[config.mk]
export PLATFORM = sky130hd
export DESIGN_NAME = chan_fifo_buffer
export DESIGN_NICKNAME = d
export VERILOG_FILES = /design/src/rtl/chan_fifo_buffer.sv
export SDC_FILE = /design/constraint.sdc
export NUM_CORES = 1
export LEC_CHECK = 0
export ABC_CLOCK_PERIOD_IN_PS = 6900
export CAP_MARGIN = 25
export CORE_UTILIZATION = 35
export CTS_BUF_LIST = sky130_fd_sc_hd__clkbuf_16
export DETAILED_ROUTE_END_ITERATION = 6
export DONT_BUFFER_PORTS = 1
export HOLD_SLACK_MARGIN = 0.08
export PLACE_DENSITY = 0.49
export REMOVE_ABC_BUFFERS = 1
export SLEW_MARGIN = 20
export SYNTH_ARGS = -nofsm -noshare
export SYNTH_HDL_FRONTEND = slang
export SYNTH_SLANG_ARGS = --single-unit
export TNS_END_PERCENT = 100
[constraint.sdc]
create_clock -name clk -period 6.9 [get_ports clk]
set_input_delay 1.725 -clock clk [delete_from_list [all_inputs] [get_ports clk]]
set_output_delay 1.725 -clock clk [all_outputs]
set_load 0.05 [all_outputs]
[src/rtl/chan_fifo_buffer.sv]
// Multi-channel FIFO buffer: NUM_CH independent queues that share one write port, one read port
// and one flush port. Read data is registered with one cycle of latency, and error pulses are registered.
module chan_fifo_buffer #(
  parameter int NUM_CH  = 4,
  parameter int CH_BW   = 2,
  parameter int ADDR_BW = 2,
  parameter int DATA_BW = 4
) (
  input  logic               clk,
  input  logic               rst,
  input  logic               wr_en,
  input  logic [CH_BW-1:0]   wr_ch,
  input  logic [DATA_BW-1:0] din,
  input  logic               rd_en,
  input  logic [CH_BW-1:0]   rd_ch,
  input  logic               flush,
  input  logic [CH_BW-1:0]   flush_ch,
  output logic [DATA_BW-1:0] dout,
  output logic               dout_valid,
  output logic [NUM_CH-1:0]  full,
  output logic [NUM_CH-1:0]  empty,
  output logic               wr_err,
  output logic               rd_err
);

  localparam int                 DEPTH    = 2 ** ADDR_BW;
  localparam logic [ADDR_BW:0]   CNT_FULL = {1'b1, {ADDR_BW{1'b0}}};
  localparam logic [ADDR_BW:0]   CNT_ONE  = (ADDR_BW + 1)'(1'b1);
  localparam logic [ADDR_BW-1:0] PTR_ONE  = ADDR_BW'(1'b1);

  logic [DATA_BW-1:0] mem_q [NUM_CH][DEPTH];

  logic [ADDR_BW-1:0] wr_ptr_q [NUM_CH];
  logic [ADDR_BW-1:0] wr_ptr_d [NUM_CH];
  logic [ADDR_BW-1:0] rd_ptr_q [NUM_CH];
  logic [ADDR_BW-1:0] rd_ptr_d [NUM_CH];
  logic [ADDR_BW:0]   cnt_q    [NUM_CH];
  logic [ADDR_BW:0]   cnt_d    [NUM_CH];

  logic [DATA_BW-1:0] dout_q, dout_d;
  logic               dout_valid_q, dout_valid_d;
  logic               wr_err_q, wr_err_d;
  logic               rd_err_q, rd_err_d;

  logic [NUM_CH-1:0]  wr_hit, rd_hit, fl_hit;
  logic [NUM_CH-1:0]  wr_acc, rd_acc;

  // Status flags come straight from the registered counts.
  always_comb begin
    full  = '0;
    empty = '0;
    for (int c = 0; c < NUM_CH; c++) begin
      full[c]  = (cnt_q[c] == CNT_FULL);
      empty[c] = (cnt_q[c] == '0);
    end
  end

  // Request decode per channel. An out-of-range select matches no channel, so it is rejected.
  // A read's acceptance never depends on a write, so a pop can free room for a write to a full channel.
  always_comb begin
    wr_hit = '0;
    rd_hit = '0;
    fl_hit = '0;
    rd_acc = '0;
    wr_acc = '0;
    for (int c = 0; c < NUM_CH; c++) begin
      wr_hit[c] = wr_en && (wr_ch == CH_BW'(c));
      rd_hit[c] = rd_en && (rd_ch == CH_BW'(c));
      fl_hit[c] = flush && (flush_ch == CH_BW'(c));
      rd_acc[c] = rd_hit[c] && !fl_hit[c] && !empty[c];
      wr_acc[c] = wr_hit[c] && !fl_hit[c] && (!full[c] || rd_acc[c]);
    end
  end

  // Pointer and count next state; flush wins over traffic on its own channel.
  always_comb begin
    for (int c = 0; c < NUM_CH; c++) begin
      wr_ptr_d[c] = wr_ptr_q[c];
      rd_ptr_d[c] = rd_ptr_q[c];
      cnt_d[c]    = cnt_q[c];
      if (fl_hit[c]) begin
        wr_ptr_d[c] = '0;
        rd_ptr_d[c] = '0;
        cnt_d[c]    = '0;
      end else begin
        if (wr_acc[c]) begin
          wr_ptr_d[c] = wr_ptr_q[c] + PTR_ONE;
        end else begin
          wr_ptr_d[c] = wr_ptr_q[c];
        end
        if (rd_acc[c]) begin
          rd_ptr_d[c] = rd_ptr_q[c] + PTR_ONE;
        end else begin
          rd_ptr_d[c] = rd_ptr_q[c];
        end
        case ({wr_acc[c], rd_acc[c]})
          2'b10:   cnt_d[c] = cnt_q[c] + CNT_ONE;
          2'b01:   cnt_d[c] = cnt_q[c] - CNT_ONE;
          default: cnt_d[c] = cnt_q[c];
        endcase
      end
    end
  end

  // Read data and error pulses. Dropping a request because of a flush is not an error.
  always_comb begin
    dout_d       = '0;
    dout_valid_d = |rd_acc;
    wr_err_d     = wr_en && !(|wr_acc) && !(|(wr_hit & fl_hit));
    rd_err_d     = rd_en && !(|rd_acc) && !(|(rd_hit & fl_hit));
    for (int c = 0; c < NUM_CH; c++) begin
      if (rd_acc[c]) begin
        dout_d = mem_q[c][rd_ptr_q[c]];
      end else begin
        dout_d = dout_d;
      end
    end
  end

  // Control state and registered outputs.
  always_ff @(posedge clk) begin
    if (rst) begin
      for (int c = 0; c < NUM_CH; c++) begin
        wr_ptr_q[c] <= '0;
        rd_ptr_q[c] <= '0;
        cnt_q[c]    <= '0;
      end
      dout_q       <= '0;
      dout_valid_q <= 1'b0;
      wr_err_q     <= 1'b0;
      rd_err_q     <= 1'b0;
    end else begin
      for (int c = 0; c < NUM_CH; c++) begin
        wr_ptr_q[c] <= wr_ptr_d[c];
        rd_ptr_q[c] <= rd_ptr_d[c];
        cnt_q[c]    <= cnt_d[c];
      end
      dout_q       <= dout_d;
      dout_valid_q <= dout_valid_d;
      wr_err_q     <= wr_err_d;
      rd_err_q     <= rd_err_d;
    end
  end

  // Storage needs no reset: the counts keep stale entries from ever being read.
  always_ff @(posedge clk) begin
    for (int c = 0; c < NUM_CH; c++) begin
      if (wr_acc[c] && !rst) begin
        mem_q[c][wr_ptr_q[c]] <= din;
      end
    end
  end

  assign dout       = dout_q;
  assign dout_valid = dout_valid_q;
  assign wr_err     = wr_err_q;
  assign rd_err     = rd_err_q;

endmodule

==> qor.txt <==
status = complete, no violations
Synth area leader = edfxtp_1
Final Core Density = 0.4034
WS Path Type = input port to flip-flop
max_cap viols = 0
Max clock buf depth = 2
die height = 117.3 µm
final hold violations = 0
Clk Latency, worst-skew pair = 0.35 ns
CTS buffer count = 9
Tmin final = 3.422 ns
die area = 0.01376 mm²
Clock Pin Slew Worst Setup and Hold Paths = 0.07 ns
top post-synthesis cells by count = edfxtp_1, dfxtp_1, nor2_1
Rel. slew slack = 0.2969
initial antenna violation count = 0
Worst Tran Pin Value = 1.050 ns
Synth Register Bits = 99
Synth Flop Type = edfxtp_1
max frequency = 292.2 MHz
Netlist cell types = 48
Multi-input gate area = 0.001923 mm²
RSZ-0062 raised after global routing = false
fill count = 1,211
DR pass1 iterations = 4
total global routing overflow = 0
pre-CTS WS = 3.098 ns
final wirelength = 9581 µm
1st-iter DRT viols = 190
Post-Syn Instances = 350
post-DP HPWL = 6858 µm
postcts setup bufs = 0
Worst VDD drop = 0.1234 mV
syn_area_per_cell = 13.30 µm²
Post-Syn Area = 0.004654 mm²
Starting Density = 0.3644
vias in the first global route = 2,632
Ant. Diodes = 0
htree depth = 3
Arr. time, crit path = 3.66 ns
final slew viol count = 0
Ports = 30
Post-synth EDFFs = 64
residual DRC count = 0
IO buf count = 0
area taken by flip-flops and latches = 0.002623 mm²
top post-synthesis cells by area = edfxtp_1, dfxtp_1, mux4_2
Startpoint Class = input port
Final period util = 0.4960
GRT Util Overall = 0.1516
# rows = 41
Wirelength per Cell = 18.21 µm
area added between synthesis and finish = 10.70%
Hold Crit Class = flip-flop to flip-flop
Synth warnings = 0
Req. time, crit path = 7.14 ns
CP max FO = 7
GPL Wtd Cong = 0.7255
most common cell in the netlist = edfxtp_1
CTS root buf = clkbuf_16
Final nets = 384
hold_buf cts = 0
Detail Route Antenna Nets = 0
ratio of cells with drive above 1 in the final layout = 0.1186
Yosys top cell area share = 0.4129
share of synthesized registers carrying an async set or reset = 0
Setup WS post-layout = 3.478 ns
vias = 2,667
Setup crit end kind = flip-flop
Leakage = 0.001795 µW
Fin Clk Skew = 0.005254 ns
vias per cell = 5.070
largest net degree at the start of global routing = 27
core box area = 0.01277 mm²
CTS resizes = 0
register area share after synthesis = 0.5634
# setup viols final = 0
clock sinks = 99
setup tns final = 0 ns
die width = 117.3 µm
first-pass GRT wire length = 15,400 µm
P per Cell Area = 240.3 mW/mm²
CTS tree = done
## area by class of cell
| cell class | count | share of cell area |
|---|---|---|
| Clock buffer | 11 | 0.05342 |
| Clock inverter | 5 | 0.009471 |
| Inverter | 14 | 0.01020 |
| Multi-Input combinational cell | 223 | 0.3732 |
| Sequential cell | 99 | 0.5090 |
| Tap cell | 172 | 0.04177 |
| Timing Repair Buffer | 2 | 0.002914 |
## layer usage
metal | vias up | track usage | wire length, µm
met3 | 13 | 0.04864 | 450
met4 | 0 | 0.06656 | 173
met1 | 1318 | 0.1997 | 4545
met2 | 41 | 0.2274 | 4412
met5 | - | 0 | 0
li1 | 1295 | - | -
## stage by stage
| step | hold WS (ns) | cells | instance area [µm²] | total power, µW |
|---|---|---|---|---|
| floorplan | 0.4486 | 336 | 4583 | 704.7 |
| global placement | 0.4600 | 510 | 4828 | 717.4 |
| detailed placement | 0.4769 | 510 | 4828 | 717.5 |
| CTS | 0.4870 | 526 | 5152 | 1255 |
| global route | 0.5127 | 526 | 5152 | 1281 |
| finish | 0.4852 | 526 | 5152 | 1238 |
## final timing paths
kind                  to        start  slack [ns]  depth (start not counted)
max          cnt_q[0][2]     rd_ch[1]        3.48                          7
min          cnt_q[1][2]  cnt_q[1][2]        0.49                          2
max reg2reg       wr_err  cnt_q[2][0]        4.19                          5
min reg2reg  cnt_q[1][2]  cnt_q[1][2]        0.49                          2
## sequential cells by signal, summed over array words and instances, names as in the netlist
| name | cells |
|---|---|
| mem_q | 64 |
| wr_err | 1 |
| rd_ptr_q | 8 |
| dout | 4 |
| wr_ptr_q | 8 |
| cnt_q | 12 |
| rd_err | 1 |
| dout_valid | 1 |
## kinds of logic after synthesis
kind of cell | Yosys count | share of synthesized area
adder cells (fa/ha/maj) | 20 | 0.06022
AND/OR/NAND/NOR | 127 | 0.1573
flip-flops | 99 | 0.5634
AO/OA/AOI/OAI | 26 | 0.04597
multiplexers | 35 | 0.1183
buffers and inverters | 28 | 0.02661
XOR/XNOR | 15 | 0.02823
## layout by cell type, fill, tap and decap left out, drive strengths merged, types with 6 or more instances in the layout
master,instances
mux2i,19
clkbuf,11
inv,16
ha,16
nand2,21
a22oi,6
nand3,7
edfxtp,64
and2,12
nor2,27
xnor2,12
or3,12
nand3b,6
nor3b,6
dfxtp,35
mux4,16
## power by group
part	total, µW	leakage, µW	internal [µW]	switching (µW)
sequential	648	0.000860	637	11.2
combinational	56.1	0.000773	22.7	33.4
clock	534	0.000162	321	213
total	1240	0.00180	981	257
## worst max-delay path, cell delays in order
cell	delay (ns)
or3b_1	0.49
nor4_1	0.55
fa_1	0.28
inv_1	0.05
nor4_1	0.27
a32oi_1	0.15
mux2i_1	0.15
No activity file was read; power rests on OpenSTA's default activity.
